==> src/rtl/arb_fifo_queue.sv <==
// rtl/arb_fifo_queue.sv - FCFS REQ# queue for the PCI arbiter FIFO mode
// Enqueues each new requester once, presents the head as grant candidate, pops on FRAME# fall or withdrawal.
module arb_fifo_queue #(
  parameter int N_DEV = 8,
  parameter int ID_W  = 3,
  parameter int DEPTH = 8,
  parameter int CNT_W = 4
) (
  input  logic             clk,
  input  logic             reset,
  input  logic             priority_enable,
  input  logic [N_DEV-1:0] req_n,
  input  logic             frame_n,
  output logic [ID_W-1:0]  gnt_id,
  output logic             gnt_valid,
  output logic [CNT_W-1:0] count,
  output logic             full,
  output logic             empty
);

  localparam int AW = $clog2(DEPTH);

  logic [ID_W-1:0]  mem [DEPTH];
  logic [AW-1:0]    rd_ptr;
  logic [AW-1:0]    wr_ptr;
  logic [N_DEV-1:0] queued;
  logic [N_DEV-1:0] queued_nxt;
  logic [N_DEV-1:0] eligible;
  logic             frame_q;
  logic             frame_fall;
  logic [ID_W-1:0]  head_id;
  logic [ID_W-1:0]  push_id;
  logic             push_found;
  logic             do_push;
  logic             do_pop;

  assign empty      = (count == '0);
  assign full       = (count == CNT_W'(DEPTH));
  assign head_id    = mem[rd_ptr];
  assign gnt_valid  = !empty && !priority_enable;
  assign gnt_id     = empty ? '0 : head_id;
  assign frame_fall = frame_q && !frame_n;
  assign eligible   = ~req_n & ~queued;

  // Descending scan so the lowest-index eligible device is the one left standing.
  always_comb begin
    push_found = 1'b0;
    push_id    = '0;
    for (int i = N_DEV - 1; i >= 0; i--) begin
      if (eligible[i]) begin
        push_found = 1'b1;
        push_id    = ID_W'(i);
      end
    end
  end

  // A head whose REQ# is gone is dropped unless it is being granted this very edge.
  assign do_pop  = gnt_valid && (frame_fall || req_n[head_id]);
  assign do_push = !priority_enable && push_found && (!full || do_pop);

  always_comb begin
    queued_nxt = queued;
    if (do_pop) queued_nxt[head_id] = 1'b0;
    if (do_push) queued_nxt[push_id] = 1'b1;
  end

  always_ff @(posedge clk or negedge reset) begin
    if (!reset) begin
      rd_ptr  <= '0;
      wr_ptr  <= '0;
      count   <= '0;
      queued  <= '0;
      frame_q <= 1'b1;
    end else begin
      frame_q <= frame_n;
      if (priority_enable) begin
        rd_ptr <= '0;
        wr_ptr <= '0;
        count  <= '0;
        queued <= '0;
      end else begin
        queued <= queued_nxt;
        if (do_push) wr_ptr <= wr_ptr + 1'b1;
        if (do_pop) rd_ptr <= rd_ptr + 1'b1;
        case ({do_push, do_pop})
          2'b10:   count <= count + CNT_W'(1);
          2'b01:   count <= count - CNT_W'(1);
          default: count <= count;
        endcase
      end
    end
  end

  // Entry storage needs no reset: it is only visible through gnt_id while count is non-zero.
  always_ff @(posedge clk) begin
    if (do_push) mem[wr_ptr] <= push_id;
  end

endmodule

==> config.mk <==
export PLATFORM = sky130hd
export DESIGN_NAME = arb_fifo_queue
export DESIGN_NICKNAME = d
export VERILOG_FILES = /design/src/rtl/arb_fifo_queue.sv
export SDC_FILE = /design/constraint.sdc
export NUM_CORES = 1
export LEC_CHECK = 0
export ABC_AREA = 1
export BUFFER_PORTS_ARGS = -buffer_cell sky130_fd_sc_hd__buf_2
export CORE_UTILIZATION = 50
export CTS_CLUSTER_SIZE = 24
export DETAILED_ROUTE_END_ITERATION = 10
export GPL_ROUTABILITY_DRIVEN = 0
export PLACE_DENSITY = 0.69
export SYNTH_ARGS = -nofsm -noshare
export SYNTH_HDL_FRONTEND = slang
export SYNTH_SLANG_ARGS = --single-unit
==> constraint.sdc <==
create_clock -name clk -period 2.4 [get_ports clk]
set_input_delay 0 -clock clk [delete_from_list [all_inputs] [get_ports clk]]
set_output_delay 0 -clock clk [all_outputs]
set_load 0.01 [all_outputs]
==> results of run 1 <==
worst paths after layout:
kind | slack, ns | end | depth (start not counted) | from
worst min register to register | 0.56 | queued[4] | 2 | queued[4]
worst min-delay path | 0.06 | queued[3] | 2 | priority_enable
worst max-delay path | -0.34 | count[3] | 23 | rd_ptr[0]
min in group asynchronous | 0.18 | queued[1] | 2 | reset
worst max register to register | -0.34 | count[3] | 23 | rd_ptr[0]
max in group asynchronous | 1.86 | rd_ptr[0] | 2 | reset
registers in the layout, summed over array words and instances (netlist names):
signal   count
mem         24
wr_ptr       3
queued       8
frame_q      1
rd_ptr       3
count        4
power breakdown:
| group | internal [mW] | switching [mW] |
|---|---|---|
| registers | 0.901 | 0.0899 |
| clock network | 0.311 | 0.250 |
| logic | 0.910 | 1.31 |
through the flow:
stage	utilization	TNS, ns
4_1_cts	0.6631	-0.4211
3_3_place_gp	0.6283	-0.1338
5_1_grt	0.7206	-10.54
3_5_place_dp	0.6283	-0.4228
6_report	0.7206	-4.199
2_1_floorplan	-	-0.1259
metal layers:
metal,wire length (um),vias up
li1,-,1112
met1,2880,1082
met2,2933,87
met3,390,8
met4,68,0
met5,0,-
layout by cell type (no fill, tap or decap), drive strengths merged, types with 3 or more instances in the layout:
master  netlist  routed
clkbuf        3       6
nand3        38      38
inv          34      33
a21oi        15      15
nand4         3       3
buf           3      56
nand2        88      88
nand3b        3       3
nor2         46      46
ha            4       4
o21ai        15      15
dfrtp        18      18
edfxtp       24      24
worst reg2reg max path, cell delays in order (launching register included):
cell,delay [ns]
sky130_fd_sc_hd__dfrtp_2,0.48
sky130_fd_sc_hd__buf_6,0.15
sky130_fd_sc_hd__nand2_1,0.06
sky130_fd_sc_hd__nand3_1,0.12
sky130_fd_sc_hd__nand2_1,0.09
sky130_fd_sc_hd__nand2_1,0.09
sky130_fd_sc_hd__nand2_4,0.13
sky130_fd_sc_hd__nor2_4,0.06
sky130_fd_sc_hd__nand3_1,0.06
sky130_fd_sc_hd__nand2_1,0.08
sky130_fd_sc_hd__nor2_2,0.13
sky130_fd_sc_hd__nand2_2,0.08
sky130_fd_sc_hd__nand3_2,0.08
sky130_fd_sc_hd__inv_2,0.06
sky130_fd_sc_hd__ha_1,0.30
sky130_fd_sc_hd__nand3_2,0.08
sky130_fd_sc_hd__nand2_2,0.09
sky130_fd_sc_hd__xor2_2,0.15
sky130_fd_sc_hd__inv_1,0.05
sky130_fd_sc_hd__nand4_1,0.08
sky130_fd_sc_hd__nand2_1,0.05
sky130_fd_sc_hd__nor2_1,0.10
sky130_fd_sc_hd__nand2_1,0.05
sky130_fd_sc_hd__nand2_1,0.05
final cells by class:
type / count / area share
timing repair buffer: 58 / 0.1268
tap: 52 / 0.02005
timing repair inverter: 1 / 0.001542
clock inverter: 2 / 0.01157
inverter: 34 / 0.04086
clock buffer: 6 / 0.02236
multi-input combinational: 220 / 0.4075
sequential: 43 / 0.3693
timing repair:
| action | CTS | global route |
|---|---|---|
| pin swaps | 2 | 22 |
| setup buffers | 0 | 5 |
| setup endpoints to repair | 13 | 42 |
| endpoints found under the hold margin | 20 | 0 |
| hold buffers | 2 | 0 |
| cloned | 1 | 1 |
| gates resized for setup | 8 | 54 |
kinds of logic (layout without fill, tap and decap cells):
family / after synthesis / in the layout
buffers and inverters: 40 / 101
adders and majority gates: 5 / 5
xor gates and xnor gates: 3 / 3
and+or+nand+nor: 179 / 179
DFF: 43 / 43
AOI/OAI and AO/OA: 33 / 33
==> run summary, run 1 <==
STATUS
----------------------------------------------------------------------------------------
Result of the run ......................................................... finished with violations
Violated checks ........................................................... negative setup slack

LOGIC SYNTHESIS
----------------------------------------------------------------------------------------
Cell accounting for the most synthesized area ............................. sky130_fd_sc_hd__edfxtp_1
Number of instances in the synthesized netlist ............................          303
Warning count from the yosys run ..........................................            0
Sequential cell area fraction in the yosys report .........................       0.4964
Portion of netlist area occupied by mux cells .............................            0
Post-synthesis share of cell area spent on xor and xnor gates .............      0.01089
Fraction of the mapped netlist area in compound gates .....................      0.07469
Adder-cell share of the synthesized area ..................................      0.02905
Total nets after synthesis ................................................          320
Dominant combinational cell family by area after synthesis ................ simple AND/OR/NAND/NOR gates
Largest cells by area after synthesis ..................................... sky130_fd_sc_hd__edfxtp_1, sky130_fd_sc_hd__dfrtp_1, sky130_fd_sc_hd__nand2_1
Cell Area, Synth ..........................................................     2412 um2
Proportion of netlist area held by the largest area contributor ...........       0.2988
FFs w/ async S/R, synth ...................................................       0.4419
Cell with the most instances after synthesis .............................. sky130_fd_sc_hd__nand2_1
Commonest cells in the synthesized netlist ................................ sky130_fd_sc_hd__nand2_1, sky130_fd_sc_hd__nor2_1, sky130_fd_sc_hd__nand3_1
Post-synthesis sequential element count ...................................           43
Primary flip-flop cell chosen by synthesis mapping ........................ sky130_fd_sc_hd__edfxtp_1
Post-synthesis cell type count ............................................           27
Post-synth EDFFs ..........................................................           24
Simple-Gate Fraction of Synth Area ........................................       0.3190
Mean Syn Cell Area ........................................................    7.961 um2

TIMING
----------------------------------------------------------------------------------------
Actual transition at the worst max-transition pin .........................    0.4744 ns
Final setup violation count ...............................................           39
Final critical-path required period .......................................     2.742 ns
Worst Hold Margin .........................................................   0.06118 ns
Fin worst setup slack .....................................................   -0.3424 ns
Final hold violation count ................................................            0
Achievable clock frequency ................................................    364.6 MHz
Setup repair after global routing missed its margin .......................         true
Final slew viol count .....................................................            0
Portion of the clock cycle consumed by the worst path in the final layout .        1.143
Relative max-transition margin ............................................       0.6837
Worst Skew ................................................................   0.01081 ns

FLOORPLANNING
----------------------------------------------------------------------------------------
Die Y .....................................................................     71.46 um
X dimension of the die ....................................................     71.46 um
DIE AREA ..................................................................     5107 um2
Placement Rows ............................................................           24
Core region area ..........................................................     4504 um2
Initial Utilization .......................................................       0.5356
Top Ports .................................................................           22

ROUTE
----------------------------------------------------------------------------------------
Wire per inst .............................................................     15.07 um
Wire length after detailed routing ........................................      6271 um
DRC Markers ...............................................................            0
Via count .................................................................         2289
Remaining number of nets flagged by the antenna check after routing .......            0
Initial DRC Count .........................................................          195
Detailed-route vias per instance ..........................................        5.502
First-pass iteration count of the detailed router .........................            5

CRITICAL PATH
----------------------------------------------------------------------------------------
CP endpoint kind ..........................................................    flip-flop
Sequence of cells on the critical path .................................... buf_6 > nand2_1 > nand3_1 > nand2_1 > nand2_1 > nand2_4 > nor2_4 > nand3_1 > nand2_1 > nor2_2 > nand2_2 > nand3_2 > inv_2 > ha_1 > nand3_2 > nand2_2 > xor2_2 > inv_1 > nand4_1 > nand2_1 > nor2_1 > nand2_1 > nand2_1
Sort of element at the start of the critical path .........................    flip-flop
WP data arrival ...........................................................      2.98 ns
Family with the most delay on the worst path .............................. simple AND/OR/NAND/NOR gates
Max incr delay on CP ......................................................      0.48 ns
Critical path's most frequent cell ........................................ sky130_fd_sc_hd__nand2_1
Critical path data required time ..........................................      2.63 ns
Critical Path Fanout Max ..................................................            5
Number of buffer and inverter stages on the critical path .................            3
Master of the slowest instance on the critical path ....................... sky130_fd_sc_hd__dfrtp_2
Crit Path Class ...........................................................   reg -> reg

FLOW RUN
----------------------------------------------------------------------------------------
Number of violations of the max-capacitance limit .........................            0

GLOBAL ROUTE
----------------------------------------------------------------------------------------
Global route total overflow ...............................................            0
First-pass GRT wire length ................................................      9466 um
Maximum number of pins on one net before global-route repair ..............           20
Met2 Usage GRT ............................................................       0.3672
GRT Max-Usage Layer .......................................................         met2
GR Util met1 ..............................................................       0.3567
Vias in the first global route ............................................         2064
Aggregate global-route resource usage .....................................       0.2400
Antenna violations before repair ..........................................            0
Global-route track usage on met3 ..........................................      0.03516

POWER
----------------------------------------------------------------------------------------
PwrDens ...................................................................  1161 nW/um2
Peak supply drop ..........................................................  0.0006992 V
Cell leakage power ........................................................     1.521 nW
Overall power after layout ................................................     3.768 mW

PLACED DESIGN
----------------------------------------------------------------------------------------
Count of input and output buffers .........................................           21
Pre-CTS setup slack .......................................................   -0.2110 ns
Post-DP HPWL ..............................................................      4278 um
Placed Instance Area ......................................................     2830 um2
Placed insts ..............................................................          400

CLOCK TREE
----------------------------------------------------------------------------------------
Number of buffers inserted during clock tree synthesis ....................            5
Clock root cell ........................................................... sky130_fd_sc_hd__clkbuf_8
Insertion delay of the later-clocked pin in the worst-skew pair ...........      0.29 ns
CTS H-tree depth ..........................................................            2
Buffer levels on the longest clock path ...................................            2
Clk sink count ............................................................           43
TritonCTS clock tree ......................................................         done
Clk slew on worst S/H paths ...............................................      0.09 ns

FINAL LAYOUT
----------------------------------------------------------------------------------------
Storage cell area .........................................................     1199 um2
Final std cell area, no fill ..............................................     3246 um2
Net count of the finished layout ..........................................          380
Area growth, synth to finish ..............................................       34.54%
Non-filler instance count after layout ....................................          416
Ratio of cells with drive above 1 in the final layout .....................       0.3462
Diode insertion count for antenna repair ..................................            0
Multi-input gate area .....................................................     1323 um2
Filler instances ..........................................................          343

HOLD PATH
----------------------------------------------------------------------------------------
Worst hold path class .....................................................    in -> reg

Note: power is estimated with default switching activity, not from simulation.
==> run 2, diff against run 1 <==
--- a/config.mk
+++ b/config.mk
@@ -12,6 +12,7 @@
 export DETAILED_ROUTE_END_ITERATION = 10
 export GPL_ROUTABILITY_DRIVEN = 0
 export PLACE_DENSITY = 0.69
+export REMOVE_ABC_BUFFERS = 1
 export SYNTH_ARGS = -nofsm -noshare
 export SYNTH_HDL_FRONTEND = slang
 export SYNTH_SLANG_ARGS = --single-unit
==> run 2 against run 1 <==
The flow still finishes with violations (negative setup slack). Global-route usage is 3.9 points higher. Fmax is 3.1% lower. Cell area is 7.8% higher. Total power is 9.8% higher. Clock power is 16% lower. Core utilization is 5.6 points higher. Final cell count is 5.3% higher. Clock skew is 0.0019 ns lower. Hold slack worse by 0.019 ns. Sequential share of layout area is 2.7 points lower. Routed wire length is 11% higher. Combinational power is 21% higher.
==> run summary, run 2 (same netlist as run 1, synthesis figures left out) <==
STATUS
----------------------------------------------------------------------------------------
Result of the run ......................................................... finished with violations
Violated checks ........................................................... negative setup slack

GLOBAL ROUTE
----------------------------------------------------------------------------------------
Global route total overflow ...............................................            0   unchanged
Vias in the first global route ............................................         2316   +12%
Aggregate global-route resource usage .....................................       0.2789   +0.03888
First-pass GRT wire length ................................................     10860 um   +15%
Maximum number of pins on one net before global-route repair ..............           20   unchanged
Antenna violations before repair ..........................................            0   unchanged

FINAL LAYOUT
----------------------------------------------------------------------------------------
Final std cell area, no fill ..............................................     3498 um2   +7.8%
Ratio of cells with drive above 1 in the final layout .....................       0.4223   +0.07613
Non-filler instance count after layout ....................................          438   +5.3%
Top flop regs ............................................................. mem x24, queued x8, count x4
Leading cell types in the layout, fill and taps excluded .................. sky130_fd_sc_hd__nand2_1, sky130_fd_sc_hd__buf_4, sky130_fd_sc_hd__nor2_1
Diode insertion count for antenna repair ..................................            0   unchanged
Net count of the finished layout ..........................................          402   +5.8%
Core occupancy in the finished layout .....................................       0.7767   +0.05611
Area growth, synth to finish ..............................................       45.02%
Biggest register ..........................................................          mem
Max FFs per register ......................................................           24   unchanged
Most common cell after layout, fill and taps aside ........................ sky130_fd_sc_hd__nand2_1

TIMING
----------------------------------------------------------------------------------------
Setup repair after global routing missed its margin .......................         true
Total Negative Setup Slacks ...............................................    -2.721 ns   +1.478 ns
Final slew viol count .....................................................            0   unchanged
Achievable clock frequency ................................................    353.4 MHz   -3.1%
Final setup violation count ...............................................           31   -21%
Final hold violation count ................................................            0   unchanged
Relative max-transition margin ............................................       0.5288   -0.1549
Final critical-path required period .......................................     2.829 ns   +0.08695 ns
Actual transition at the worst max-transition pin .........................    0.7042 ns   +0.2297 ns
Fin worst setup slack .....................................................   -0.4294 ns   -0.08695 ns
Portion of the clock cycle consumed by the worst path in the final layout .        1.179   +0.03623
Worst Hold Margin .........................................................   0.04266 ns   -0.01852 ns
Worst Skew ................................................................  0.008894 ns   -0.001911 ns

ROUTE
----------------------------------------------------------------------------------------
Wire per inst .............................................................     15.85 um   +5.2%
Detailed-route vias per instance ..........................................        5.521   +0.33%
Initial DRC Count .........................................................          160   -18%
Wire length after detailed routing ........................................      6943 um   +11%
DRC Markers ...............................................................            0   unchanged
First-pass iteration count of the detailed router .........................            4   -1
Remaining number of nets flagged by the antenna check after routing .......            0   unchanged
Via count .................................................................         2418   +5.6%

HOLD PATH
----------------------------------------------------------------------------------------
Number of cells on the worst hold path ....................................            2   unchanged
Worst hold path class .....................................................    in -> reg

CRITICAL PATH
----------------------------------------------------------------------------------------
Family with the most delay on the worst path .............................. simple AND/OR/NAND/NOR gates
WP data arrival ...........................................................      3.08 ns   +0.10 ns
Max incr delay on CP ......................................................      0.48 ns   about the same
Critical Path Fanout Max ..................................................            6   +1
Number of buffer and inverter stages on the critical path .................            4   +1
Crit Path Class ...........................................................   reg -> reg
CP endpoint kind ..........................................................    flip-flop
Sort of element at the start of the critical path .........................    flip-flop
Cells on worst reg2reg path ...............................................           23   unchanged
Critical path data required time ..........................................      2.65 ns   +0.02 ns
Master of the slowest instance on the critical path ....................... sky130_fd_sc_hd__dfrtp_2
Total stage count of the critical path ....................................           23   unchanged
Sequence of cells on the critical path .................................... clkinvlp_4 > nand2_2 > nand3_2 > nand2_1 > nand2_1 > nand2_2 > nor2_4 > nand3_2 > nand2_2 > nor2_2 > nand2_2 > nand3_2 > inv_2 > ha_4 > a21oi_2 > nand2_2 > xor2_2 > buf_4 > nand2_1 > inv_1 > nor2_1 > nand2_1 > nand2_1

FLOORPLANNING
----------------------------------------------------------------------------------------
Initial Utilization .......................................................       0.5356   unchanged
X dimension of the die ....................................................     71.46 um   unchanged
Core region area ..........................................................     4504 um2   unchanged
DIE AREA ..................................................................     5107 um2   unchanged
Placement Rows ............................................................           24   unchanged
Die Y .....................................................................     71.46 um   unchanged
Top Ports .................................................................           22   unchanged

CLOCK TREE
----------------------------------------------------------------------------------------
Clk slew on worst S/H paths ...............................................      0.09 ns   about the same
CTS H-tree depth ..........................................................            2   unchanged
Insertion delay of the later-clocked pin in the worst-skew pair ...........      0.30 ns   about the same
TritonCTS clock tree ......................................................         done
Clock root cell ........................................................... sky130_fd_sc_hd__clkbuf_8
Buffer levels on the longest clock path ...................................            2   unchanged
Number of buffers inserted during clock tree synthesis ....................            5   unchanged
Clk sink count ............................................................           43   unchanged

PLACED DESIGN
----------------------------------------------------------------------------------------
Placed insts ..............................................................          403   +0.75%
Post-DP HPWL ..............................................................      4238 um   -0.93%
Count of input and output buffers .........................................           21   unchanged
Pre-CTS setup slack .......................................................   -0.3946 ns   -0.1836 ns
Placed Instance Area ......................................................     2801 um2   -1.0%

POWER
----------------------------------------------------------------------------------------
Cell leakage power ........................................................     1.642 nW   +8.0%
Peak supply drop ..........................................................  0.0008252 V   +18%
PwrDens ...................................................................  1182 nW/um2   +1.9%
Overall power after layout ................................................     4.136 mW   +9.8%

FLOW RUN
----------------------------------------------------------------------------------------
Number of violations of the max-capacitance limit .........................            0   unchanged

[run 2: changes by cell type in the layout (fill, tap and decap cells not counted), sizes merged]
cell / before / now
buf: 56 / 78
inv: 33 / 34
bufinv: 1 / 0
clkinvlp: 1 / 2
clkbuf: 6 / 5
[run 2: path summary, 6_finish.rpt]
check | start | to | slack [ns]
setup / recovery | rd_ptr[0] | count[3] | -0.43
hold / removal | priority_enable | queued[1] | 0.04
setup reg to reg | rd_ptr[0] | count[3] | -0.43
hold reg to reg | queued[5] | queued[5] | 0.56
max in group asynchronous | reset | frame_q | 1.88
min in group asynchronous | reset | queued[4] | 0.17
[run 2: cell type report]
cell class | instances | area (um2)
multi-input cells | 220 | 1398
flip-flops and latches | 43 | 1199
fillers | 278 | 1006
repair buffers | 80 | 608.1
inverters | 34 | 132.6
clock buffers | 5 | 68.82
well taps | 52 | 65.06
clock inverters | 3 | 20.02
repair inverters | 1 | 7.507
[run 2: repair_timing]
action,in CTS,in global routing
hold buffers,2,0
gates cloned,1,0
setup buffers,21,7
resized for setup,55,51
endpoints found under the setup margin,23,41
pin swaps,26,9
hold endpoints to repair,20,0
[run 2: worst register-to-register path: cells and delay by family, from the launching register on]
family | cells | cell delay (ns)
AO/OA/AOI/OAI | 1 | 0.16
adder cells (fa/ha/maj) | 1 | 0.23
buffers and inverters | 4 | 0.44
XOR/XNOR | 1 | 0.15
flip-flops | 1 | 0.48
AND/OR/NAND/NOR | 16 | 1.33
[run 2: routing by layer]
metal	global-route usage	wire length, um
met2	0.4593	3429
met3	0.05204	383
met4	0.1198	201
met1	0.3631	2929
met5	0	0
[run 2: where the power goes]
group | total (mW) | internal (mW) | switching (mW)
clock | 0.472 | 0.203 | 0.269
combinational | 2.68 | 1.23 | 1.44
sequential | 0.989 | 0.901 | 0.0873
==> run 3, diff against run 2 <==
--- a/config.mk
+++ b/config.mk
@@ -7,11 +7,13 @@
 export LEC_CHECK = 0
 export ABC_AREA = 1
 export BUFFER_PORTS_ARGS = -buffer_cell sky130_fd_sc_hd__buf_2
-export CORE_UTILIZATION = 50
+export CELL_PAD_IN_SITES_DETAIL_PLACEMENT = 1
+export CELL_PAD_IN_SITES_GLOBAL_PLACEMENT = 2
+export CORE_UTILIZATION = 32
 export CTS_CLUSTER_SIZE = 24
 export DETAILED_ROUTE_END_ITERATION = 10
 export GPL_ROUTABILITY_DRIVEN = 0
-export PLACE_DENSITY = 0.69
+export PLACE_DENSITY = 0.73
 export REMOVE_ABC_BUFFERS = 1
 export SYNTH_ARGS = -nofsm -noshare
 export SYNTH_HDL_FRONTEND = slang
==> run 3 against run 2 <==
The run still ends with negative setup slack left. Sequential power decreased by 2%. Non-clock buffer count grew 2. Clock skew about the same. Combinational power fell by 4%. Via count is 4.9% lower. Cell area rose by 0.21%. Global-route usage fell by 8.3 points. Largest cell class unchanged.
==> run summary, run 3 (same netlist as run 1, synthesis figures left out) <==
TIMING
----------------------------------------------------------------------------------------
Portion of the clock cycle consumed by the worst path in the final layout .        1.143   -0.03572
Fin worst setup slack .....................................................   -0.3436 ns   +0.08572 ns
Total Negative Setup Slacks ...............................................    -5.606 ns   -2.885 ns
Final slew viol count .....................................................            0   unchanged
Setup repair after global routing missed its margin .......................         true
Actual transition at the worst max-transition pin .........................    0.5027 ns   -0.2015 ns
Relative max-transition margin ............................................       0.6649   +0.1360
Final hold violation count ................................................            0   unchanged
Final critical-path required period .......................................     2.744 ns   -0.08572 ns
Worst Hold Margin .........................................................   0.04607 ns   +0.003415 ns
Final setup violation count ...............................................           34   +9.7%
Achievable clock frequency ................................................    364.5 MHz   +3.1%
Worst Skew ................................................................  0.008442 ns   -0.0004526 ns

ROUTE
----------------------------------------------------------------------------------------
First-pass iteration count of the detailed router .........................            4   unchanged
Remaining number of nets flagged by the antenna check after routing .......            0   unchanged
Wire per inst .............................................................     15.14 um   -4.5%
DRC Markers ...............................................................            0   unchanged
Wire length after detailed routing ........................................      7375 um   +6.2%
Detailed-route vias per instance ..........................................        4.721   -14%
Initial DRC Count .........................................................          101   -37%
Via count .................................................................         2299   -4.9%

FINAL LAYOUT
----------------------------------------------------------------------------------------
Leading cell types in the layout, fill and taps excluded .................. sky130_fd_sc_hd__nand2_1, sky130_fd_sc_hd__buf_4, sky130_fd_sc_hd__nor2_1
Net count of the finished layout ..........................................          404   +0.50%
Ratio of cells with drive above 1 in the final layout .....................       0.3943   -0.02795
Final std cell area, no fill ..............................................     3506 um2   +0.21%
Filler instances ..........................................................          891   +220%
Top flop regs ............................................................. mem x24, queued x8, count x4
Diode insertion count for antenna repair ..................................            0   unchanged
Most common cell after layout, fill and taps aside ........................ sky130_fd_sc_hd__nand2_1
Multi-input gate area .....................................................     1333 um2   -4.7%
Max FFs per register ......................................................           24   unchanged
Biggest register ..........................................................          mem
Storage cell area .........................................................     1199 um2   unchanged
Area growth, synth to finish ..............................................       45.33%

CRITICAL PATH
----------------------------------------------------------------------------------------
Cells on worst reg2reg path ...............................................           23   unchanged
Crit Path Class ...........................................................   reg -> reg
WP data arrival ...........................................................      3.00 ns   -0.08 ns
Critical path's most frequent cell ........................................ sky130_fd_sc_hd__nand2_1
CP endpoint kind ..........................................................    flip-flop
Sequence of cells on the critical path .................................... buf_4 > buf_4 > nand2_1 > nand3_2 > nand2_1 > nand2_1 > nand2_2 > nand4_1 > nand2_1 > nor2_2 > nand2_2 > nand3_4 > inv_4 > ha_4 > a21oi_2 > nand2_2 > xor2_2 > inv_1 > nand4_1 > nand2_1 > nor2_1 > nand2_1 > nand2_1
Family with the most delay on the worst path .............................. simple AND/OR/NAND/NOR gates
Critical R2R Capture ......................................................     count[3]
Critical Path Fanout Max ..................................................            7   +1
Register-to-Register Setup Slack ..........................................     -0.34 ns   +0.09 ns
Critical path data required time ..........................................      2.65 ns   about the same
Number of buffer and inverter stages on the critical path .................            4   unchanged
Master of the slowest instance on the critical path ....................... sky130_fd_sc_hd__dfrtp_2
Max incr delay on CP ......................................................      0.48 ns   about the same
Sort of element at the start of the critical path .........................    flip-flop
Launch point of the worst reg-to-reg path .................................    rd_ptr[0]

GLOBAL ROUTE
----------------------------------------------------------------------------------------
First-pass GRT wire length ................................................     11330 um   +4.3%
Antenna violations before repair ..........................................            0   unchanged
Maximum number of pins on one net before global-route repair ..............           20   unchanged
Aggregate global-route resource usage .....................................       0.1954   -0.08350
Global route total overflow ...............................................            0   unchanged
Vias in the first global route ............................................         2319   +0.13%

CLOCK TREE
----------------------------------------------------------------------------------------
Buffer levels on the longest clock path ...................................            2   unchanged
Insertion delay of the later-clocked pin in the worst-skew pair ...........      0.31 ns   about the same
Clk slew on worst S/H paths ...............................................      0.09 ns   about the same
Number of buffers inserted during clock tree synthesis ....................            5   unchanged
CTS H-tree depth ..........................................................            2   unchanged
Clock root cell ........................................................... sky130_fd_sc_hd__clkbuf_8
Clk sink count ............................................................           43   unchanged
TritonCTS clock tree ......................................................         done

POWER
----------------------------------------------------------------------------------------
Cell leakage power ........................................................     1.640 nW   -0.14%
Peak supply drop ..........................................................  0.0005796 V   -30%
PwrDens ...................................................................  1171 nW/um2   -0.93%

FLOORPLANNING
----------------------------------------------------------------------------------------
Core region area ..........................................................     7253 um2   +61%
Initial Utilization .......................................................       0.3326   -0.2030
DIE AREA ..................................................................     7890 um2   +55%
Top Ports .................................................................           22   unchanged
Placement Rows ............................................................           31   +29%
Die Y .....................................................................     88.83 um   +24%
X dimension of the die ....................................................     88.83 um   +24%

HOLD PATH
----------------------------------------------------------------------------------------
Min-delay src ............................................................. priority_enable
Hold EP ...................................................................    queued[2]
Worst hold path class .....................................................    in -> reg
Number of cells on the worst hold path ....................................            2   unchanged

FLOW RUN
----------------------------------------------------------------------------------------
Number of violations of the max-capacitance limit .........................            0   unchanged

STATUS
----------------------------------------------------------------------------------------
Result of the run ......................................................... finished with violations
Violated checks ........................................................... negative setup slack

PLACED DESIGN
----------------------------------------------------------------------------------------
Placed Instance Area ......................................................     2905 um2   +3.7%
Count of input and output buffers .........................................           21   unchanged
Post-DP HPWL ..............................................................      5435 um   +28%

run 3: changes by cell type in the layout (fill, tap and decap cells not counted), moves of 2 or more:
cell,previous run,this run
sky130_fd_sc_hd__buf_4,47,55
sky130_fd_sc_hd__buf_6,8,2
sky130_fd_sc_hd__nand2_2,13,16
sky130_fd_sc_hd__nand2_4,9,7
sky130_fd_sc_hd__nand3_1,12,19
sky130_fd_sc_hd__nand3_2,25,16
sky130_fd_sc_hd__nand3_4,1,3
sky130_fd_sc_hd__o21ai_0,3,8
sky130_fd_sc_hd__o21ai_1,9,6
sky130_fd_sc_hd__o21ai_2,3,1
run 3: worst max path at each step:
stage	from	endpoint	slack (ns)	cells past startpoint
floorplan	rd_ptr[0]	count[3]	-0.34	22
global placement	rd_ptr[0]	count[3]	-0.46	22
detailed placement	rd_ptr[0]	count[3]	-0.54	22
CTS	rd_ptr[0]	count[3]	-0.32	22
global route	rd_ptr[0]	count[3]	-0.55	23
finish	rd_ptr[0]	count[3]	-0.34	23
run 3: metrics by stage:
step           std cells  setup slack [ns]    util  total power, mW
5_1_grt              487           -0.5523  0.4834            4.390
3_5_place_dp         456           -0.5409  0.4006            2.812
4_1_cts              477           -0.3153  0.4444            3.699
2_1_floorplan        297           -0.3398       -            1.923
6_report             487           -0.3436  0.4834            4.107
3_3_place_gp         456           -0.4569  0.4006            2.791
run 3: report_power, final:
part / switching [mW] / internal [mW] / total (mW) / leakage [nW]
sequential: 0.0730 / 0.901 / 0.974 / 0.474
clock: 0.265 / 0.311 / 0.575 / 0.0514
combinational: 1.38 / 1.17 / 2.56 / 1.11
total: 1.72 / 2.39 / 4.11 / 1.64
run 3: routing by layer:
metal  wire length (um)  vias to the layer above  global-route usage
met5                  0                        -                   0
met4                 84                        0             0.06012
met3                199                        6             0.02799
met2               3685                       31              0.3266
met1               3405                     1103              0.2616
li1                   -                     1159                   -
run 3: final cells by class:
class | count | area share
Timing Repair Buffer | 82 | 0.1713
Clock buffer | 6 | 0.02070
Clock inverter | 2 | 0.01071
Tap cell | 99 | 0.03533
Inverter | 34 | 0.03783
Sequential cell | 43 | 0.3419
Timing Repair inverter | 1 | 0.002141
Multi-Input combinational cell | 220 | 0.3801
run 3: repair_timing:
item,CTS,global route
pin swaps,6,31
gates cloned,1,0
setup endpoints to repair,39,42
hold buffers,2,0
endpoints found under the hold margin,20,0
gates resized for setup,28,52
setup buffers,10,11
